--- src/rtl/event_encoder_8to3_pkg.sv ---
// Shared definitions for the event encoder: default width, log2 helper and FSM state encoding.
package enc_pkg;

  localparam int N_DEFAULT = 8;

  typedef enum logic [0:0] {
    ST_IDLE  = 1'b0,
    ST_OFFER = 1'b1
  } state_e;

  function automatic int clog2(input int v);
    int r;
    r = 0;
    while ((1 << r) < v) r++;
    return r;
  endfunction

endpackage

--- src/rtl/event_encoder_8to3_if.sv ---
// Valid/ready index channel from the encoder (master) to the decoder-side consumer (slave).
interface event_encoder_8to3_if #(
  parameter int W = 3
);
  logic [W-1:0] out_idx;
  logic         out_valid;
  logic         out_ready;

  modport master (output out_idx, output out_valid, input out_ready);
  modport slave  (input out_idx, input out_valid, output out_ready);
endinterface

--- src/rtl/event_encoder_8to3_prio_enc8.sv ---
// Combinational priority encoder: index of the highest set bit, plus an any-set flag.
module prio_enc8
  import enc_pkg::*;
#(
  parameter int N = N_DEFAULT,
  parameter int W = clog2(N)
) (
  input  logic [N-1:0] vec,
  output logic [W-1:0] idx,
  output logic         any_set
);

  // Ascending scan so the last (highest) set bit overrides lower ones.
  always_comb begin
    idx     = '0;
    any_set = 1'b0;
    for (int i = 0; i < N; i++) begin
      if (vec[i]) begin
        idx     = W'(i);
        any_set = 1'b1;
      end
    end
  end

endmodule

--- src/rtl/event_encoder_8to3.sv ---
// Registered priority encoder: sticky pending bits drained highest-first over valid/ready.
//   state    | meaning
//   ST_IDLE  | nothing offered; load the highest pending index when any bit is set
//   ST_OFFER | out_idx offered and held until accepted; reload back-to-back on transfer
module event_encoder_8to3
  import enc_pkg::*;
#(
  parameter int N = N_DEFAULT
) (
  input  logic                 clk,
  input  logic                 rst_n,
  input  logic                 en,
  input  logic [N-1:0]         req,
  event_encoder_8to3_if.master out_if,
  output logic [N-1:0]         pending,
  output logic                 overflow,
  input  logic                 ovf_clr
);

  localparam int W = clog2(N);
  localparam logic [N-1:0] ONE = N'(1);

  state_e         state_q, state_d;
  logic [N-1:0]   pending_q, pending_d;
  logic [W-1:0]   out_idx_q, out_idx_d;
  logic           overflow_q, overflow_d;

  logic           xfer;
  logic [N-1:0]   clr_mask;
  logic [N-1:0]   remaining;
  logic [N-1:0]   req_in;
  logic [W-1:0]   enc_idx;
  logic           enc_any;

  // Encode only what survives this cycle's clear, so the next offer never repeats the accepted index.
  prio_enc8 #(.N(N), .W(W)) u_prio (
    .vec     (remaining),
    .idx     (enc_idx),
    .any_set (enc_any)
  );

  always_comb begin
    xfer       = (state_q == ST_OFFER) && out_if.out_ready;
    clr_mask   = xfer ? (ONE << out_idx_q) : '0;
    remaining  = pending_q & ~clr_mask;
    req_in     = en ? req : '0;
    pending_d  = remaining | req_in;
    overflow_d = (|(req_in & remaining)) | (overflow_q & ~ovf_clr);
  end

  always_comb begin
    state_d   = state_q;
    out_idx_d = out_idx_q;
    case (state_q)
      ST_IDLE: begin
        if (enc_any) begin
          out_idx_d = enc_idx;
          state_d   = ST_OFFER;
        end
      end
      ST_OFFER: begin
        if (xfer) begin
          if (enc_any) out_idx_d = enc_idx;
          else         state_d   = ST_IDLE;
        end
      end
      default: state_d = ST_IDLE;
    endcase
  end

  always_ff @(posedge clk or negedge rst_n) begin
    if (!rst_n) begin
      state_q    <= ST_IDLE;
      pending_q  <= '0;
      out_idx_q  <= '0;
      overflow_q <= 1'b0;
    end else begin
      state_q    <= state_d;
      pending_q  <= pending_d;
      out_idx_q  <= out_idx_d;
      overflow_q <= overflow_d;
    end
  end

  assign out_if.out_idx   = out_idx_q;
  assign out_if.out_valid = (state_q == ST_OFFER);
  assign pending          = pending_q;
  assign overflow         = overflow_q;

endmodule

--- src/flat_wrapper.sv ---
// flat-port wrapper written by rule: the top's interface ports become plain ports
module event_encoder_8to3_flat import enc_pkg::*;
#(
  parameter int N = N_DEFAULT
)
  (clk, rst_n, en, req, pending, overflow, ovf_clr, out_if_out_idx, out_if_out_valid, out_if_out_ready);
  event_encoder_8to3_if #(.W(3)) out_if_i ();
  input  logic clk;
  input  logic rst_n;
  input  logic en;
  input  logic [N-1:0] req;
  output logic [N-1:0] pending;
  output logic overflow;
  input  logic ovf_clr;
  output wire logic [$bits(out_if_i.out_idx)-1:0] out_if_out_idx;
  output wire logic [$bits(out_if_i.out_valid)-1:0] out_if_out_valid;
  input wire logic [$bits(out_if_i.out_ready)-1:0] out_if_out_ready;
  assign out_if_out_idx = out_if_i.out_idx;
  assign out_if_out_valid = out_if_i.out_valid;
  assign out_if_i.out_ready = out_if_out_ready;
  event_encoder_8to3 #(.N(N)) u_core (.clk(clk), .rst_n(rst_n), .en(en), .req(req), .out_if(out_if_i), .pending(pending), .overflow(overflow), .ovf_clr(ovf_clr));
endmodule
--- config.mk ---
export PLATFORM = sky130hd
export DESIGN_NAME = event_encoder_8to3_flat
export DESIGN_NICKNAME = d
export VERILOG_FILES = /design/src/rtl/event_encoder_8to3_pkg.sv /design/src/rtl/event_encoder_8to3_if.sv /design/src/rtl/event_encoder_8to3_prio_enc8.sv /design/src/rtl/event_encoder_8to3.sv /design/src/flat_wrapper.sv
export SDC_FILE = /design/constraint.sdc
export NUM_CORES = 1
export LEC_CHECK = 0
export BUFFER_PORTS_ARGS = -buffer_cell sky130_fd_sc_hd__buf_4
export CORE_MARGIN = 3
export CORE_UTILIZATION = 47
export DETAILED_ROUTE_END_ITERATION = 12
export HOLD_SLACK_MARGIN = 0.02
export PLACE_DENSITY = 0.86
export SLEW_MARGIN = 15
export SYNTH_ARGS = -nofsm -noshare
export SYNTH_HDL_FRONTEND = slang
export SYNTH_SLANG_ARGS = --single-unit
--- constraint.sdc ---
create_clock -name clk -period 4.9 [get_ports clk]
set_clock_uncertainty 0.15 [all_clocks]
set_input_delay 0.245 -clock clk [delete_from_list [all_inputs] [get_ports clk]]
set_output_delay 0.245 -clock clk [all_outputs]
set_load 0.005 [all_outputs]
==> impl_results.md <==
- Worst EP arrival: about 2 ns
- Global route overflow: 0
- Worst slew pin tran: 0.344 ns
- Ys flop type: dfrtp_1
- Detailed Route WL: 1790 µm
- Clock buffer count from CTS: 3
- H-Tree Depth: 1
- Number of flops mapped to enable cells by yosys: 0
- Largest net degree at the start of global routing: 14
- Status: complete, no violations
- Async S/R FF share, synth: 1.00
- Initial Util: 0.528
- IO buf count: 25
- Placeable Area: 1380 µm²
- Syn Inst Count: 76
- Fin worst setup slack: roughly 2.9 ns
- Antenna violations before repair: 0
- Root buffer cell: clkbuf_4
- DR DRC count: 0
- PwrDens: 415 nW/µm²
- Vias in the first global route: 620
- Hold Vio Cnt, Final: 0
- ANT cells: 0
- Final core utilization: 0.730
- Slew headroom: 0.770
- Routed Antenna Nets: 0
- Total Power: 0.419 mW
- Die X-Extent: between 40 and 50 µm
- Synth cell types: 24
- RSZ-0062 raised after global routing: no
- Final setup fails: 0
- Share of layout cells above drive strength 1: 0.394
- Syn Nets: between 80 and 90
- HP Class: in -> reg
- CTS sink cnt: 13
- Period utilisation layout: 0.407
- Iter 0 DRT Violations: 15
- Placed cell count: 115
- GRT Total Usage: 0.206
- Die Height: 45.4 µm
- #FFs+latches synth: 13
- Synth-to-Final Area Change: 38.4%
- CP startpoint kind: flop
- Longest Clk Path Bufs: 2
- CTS tree: built
- DR vias: 656
- Peak supply drop: 247 µV
- Worst skew pair latency: 0.29 ns
- Detailed Routing Iterations Pass 1: 4
- First-pass GRT wire length: 2990 µm
- Slew Limit Fails: 0
- Nets: 123
- Sequential area share after synthesis: 0.446
- CP Capture Type: flop
- Min cycle time layout: 1.99 ns
- Fillers: 99
- Die area: 2060 µm²
- CP Max Fanout: 5
- Synth warn: 0
- Mean Syn Cell Area: 9.60 µm²
- Total negative setup slack: 0 ns
- F_max: 0.501 GHz
- Post-Layout Cell Count: 124
- Post-DP HPWL: 1320 µm
- Pre-CTS setup slack: 2.90 ns
- Top Ports: 26
- Worst Path Required: 4.92 ns
- R2r setup slk: 2.91 ns
- Post-CTS Setup Bufs: 0
- GP Congestion: 0.835
- Routed len/inst: around 14 µm
- Row Count: 13
- DR vias/cell: between 5 and 6
- Clock slew at reported path FFs: ~0.090 ns
- Mapped cell area: 729 µm²
- Max cap viols: 0
- Crit path kind: reg -> reg
- Leakage power total: 0.474 nW
[sequential cells by signal (all words and copies together) (netlist names)]
| register | flops |
|---|---|
| u_core.out_if.out_valid | 1 |
| u_core.overflow | 1 |
| u_core.pending | 8 |
| u_core.out_if.out_idx | 3 |
[cell usage after synthesis (2+ instances only)]
cell      count  share of area
nand4_2       2          0.034
o21ai_2       7          0.084
nand2_1      21           0.11
inv_1         9          0.046
nand2b_1      3          0.026
o22ai_1       3          0.026
dfrtp_1      13           0.45
o211ai_1      2          0.021
[worst paths after layout]
path                                           from                  endpoint  cells after the start
max                        u_core.out_if.out_idx[2]  u_core.out_if.out_idx[1]                      5
min                                          req[7]         u_core.pending[7]                      3
max reg2reg                u_core.out_if.out_idx[2]  u_core.out_if.out_idx[1]                      5
min reg2reg                         u_core.overflow           u_core.overflow                      2
max in group asynchronous                     rst_n  u_core.out_if.out_idx[2]                      2
min in group asynchronous                     rst_n           u_core.overflow                      2
[critical path: stages (launching register included)]
cell and delay, ns:
dfrtp_1 0.43, nand3b_4 0.22, o31ai_2 0.33, nand4_2 0.21
o21ai_2 0.20, mux2_2 0.35
[repair_timing]
item | in CTS | in global routing
endpoints found under the setup margin | 0 | 0
resized for setup | 0 | 0
hold buffers | 4 | 1
endpoints found under the hold margin | 16 | 1
[report_power, final]
group / internal [mW] / switching (mW) / leakage [nW]
registers: 0.134 / 0.0357 / 0.128
logic: 0.0871 / 0.0927 / 0.329
clock network: 0.0303 / 0.0398 / 0.0177
[kinds of logic (layout without fill, tap and decap cells)]
kind of cell    count (synthesis)  count (layout)  synth area share
simple gates                   31              31             0.233
flops                          13              13             0.446
mux                             1               1            0.0154
buf+inv                        10              43            0.0514
compound gates                 21              21             0.254
[per-layer routing]
layer  vias to the layer above  share of wire  global-route usage
li1                        328              -                   -
met1                       303           0.44               0.275
met2                        21           0.50               0.326
met3                         4          0.054              0.0474
met4                         0          0.011              0.0702
met5                         -              0                   0
[cells in the final DEF, fill, tap and decap left out]
cell           instances
and3_1                 1
a22o_1                 1
mux2_2                 1
clkinv_2               1
dlygate4sd3_1          5
o2bb2ai_1              1
nand2b_1               3
dfrtp_1               13
o21a_1                 1
o41ai_1                1
o22ai_1                3
a31o_1                 1
o21ai_2                7
nand3_2                1
nand4_2                2
or2b_1                 1
o211ai_1               2
o31ai_2                1
a2bb2oi_1              1
o31ai_4                1
clkbuf_4               3
nand2_1               21
nand3b_4               1
o21ai_1                1
nor2_1                 1
inv_1                  9
buf_4                 25
[stage by stage]
stage	cell area [µm²]	hold WS, ns
after floorplan	729	-0.201
after global placement	932	-0.0547
after detailed placement	932	-0.0516
after CTS	1000	0.0204
after global routing	1010	0.0207
final	1010	0.0151
[cell type report]
type / count / area, µm² / area share
multi-input cells: 53 / 367 / 0.363
flip-flops and latches: 13 / 325 / 0.322
repair buffers: 30 / 238 / 0.235
inverters: 9 / 33.8 / 0.0335
clock buffers: 3 / 22.5 / 0.0223
well taps: 15 / 18.8 / 0.0186
clock inverters: 1 / 5.00 / 0.00496
Power figures use the tool's default switching activity.
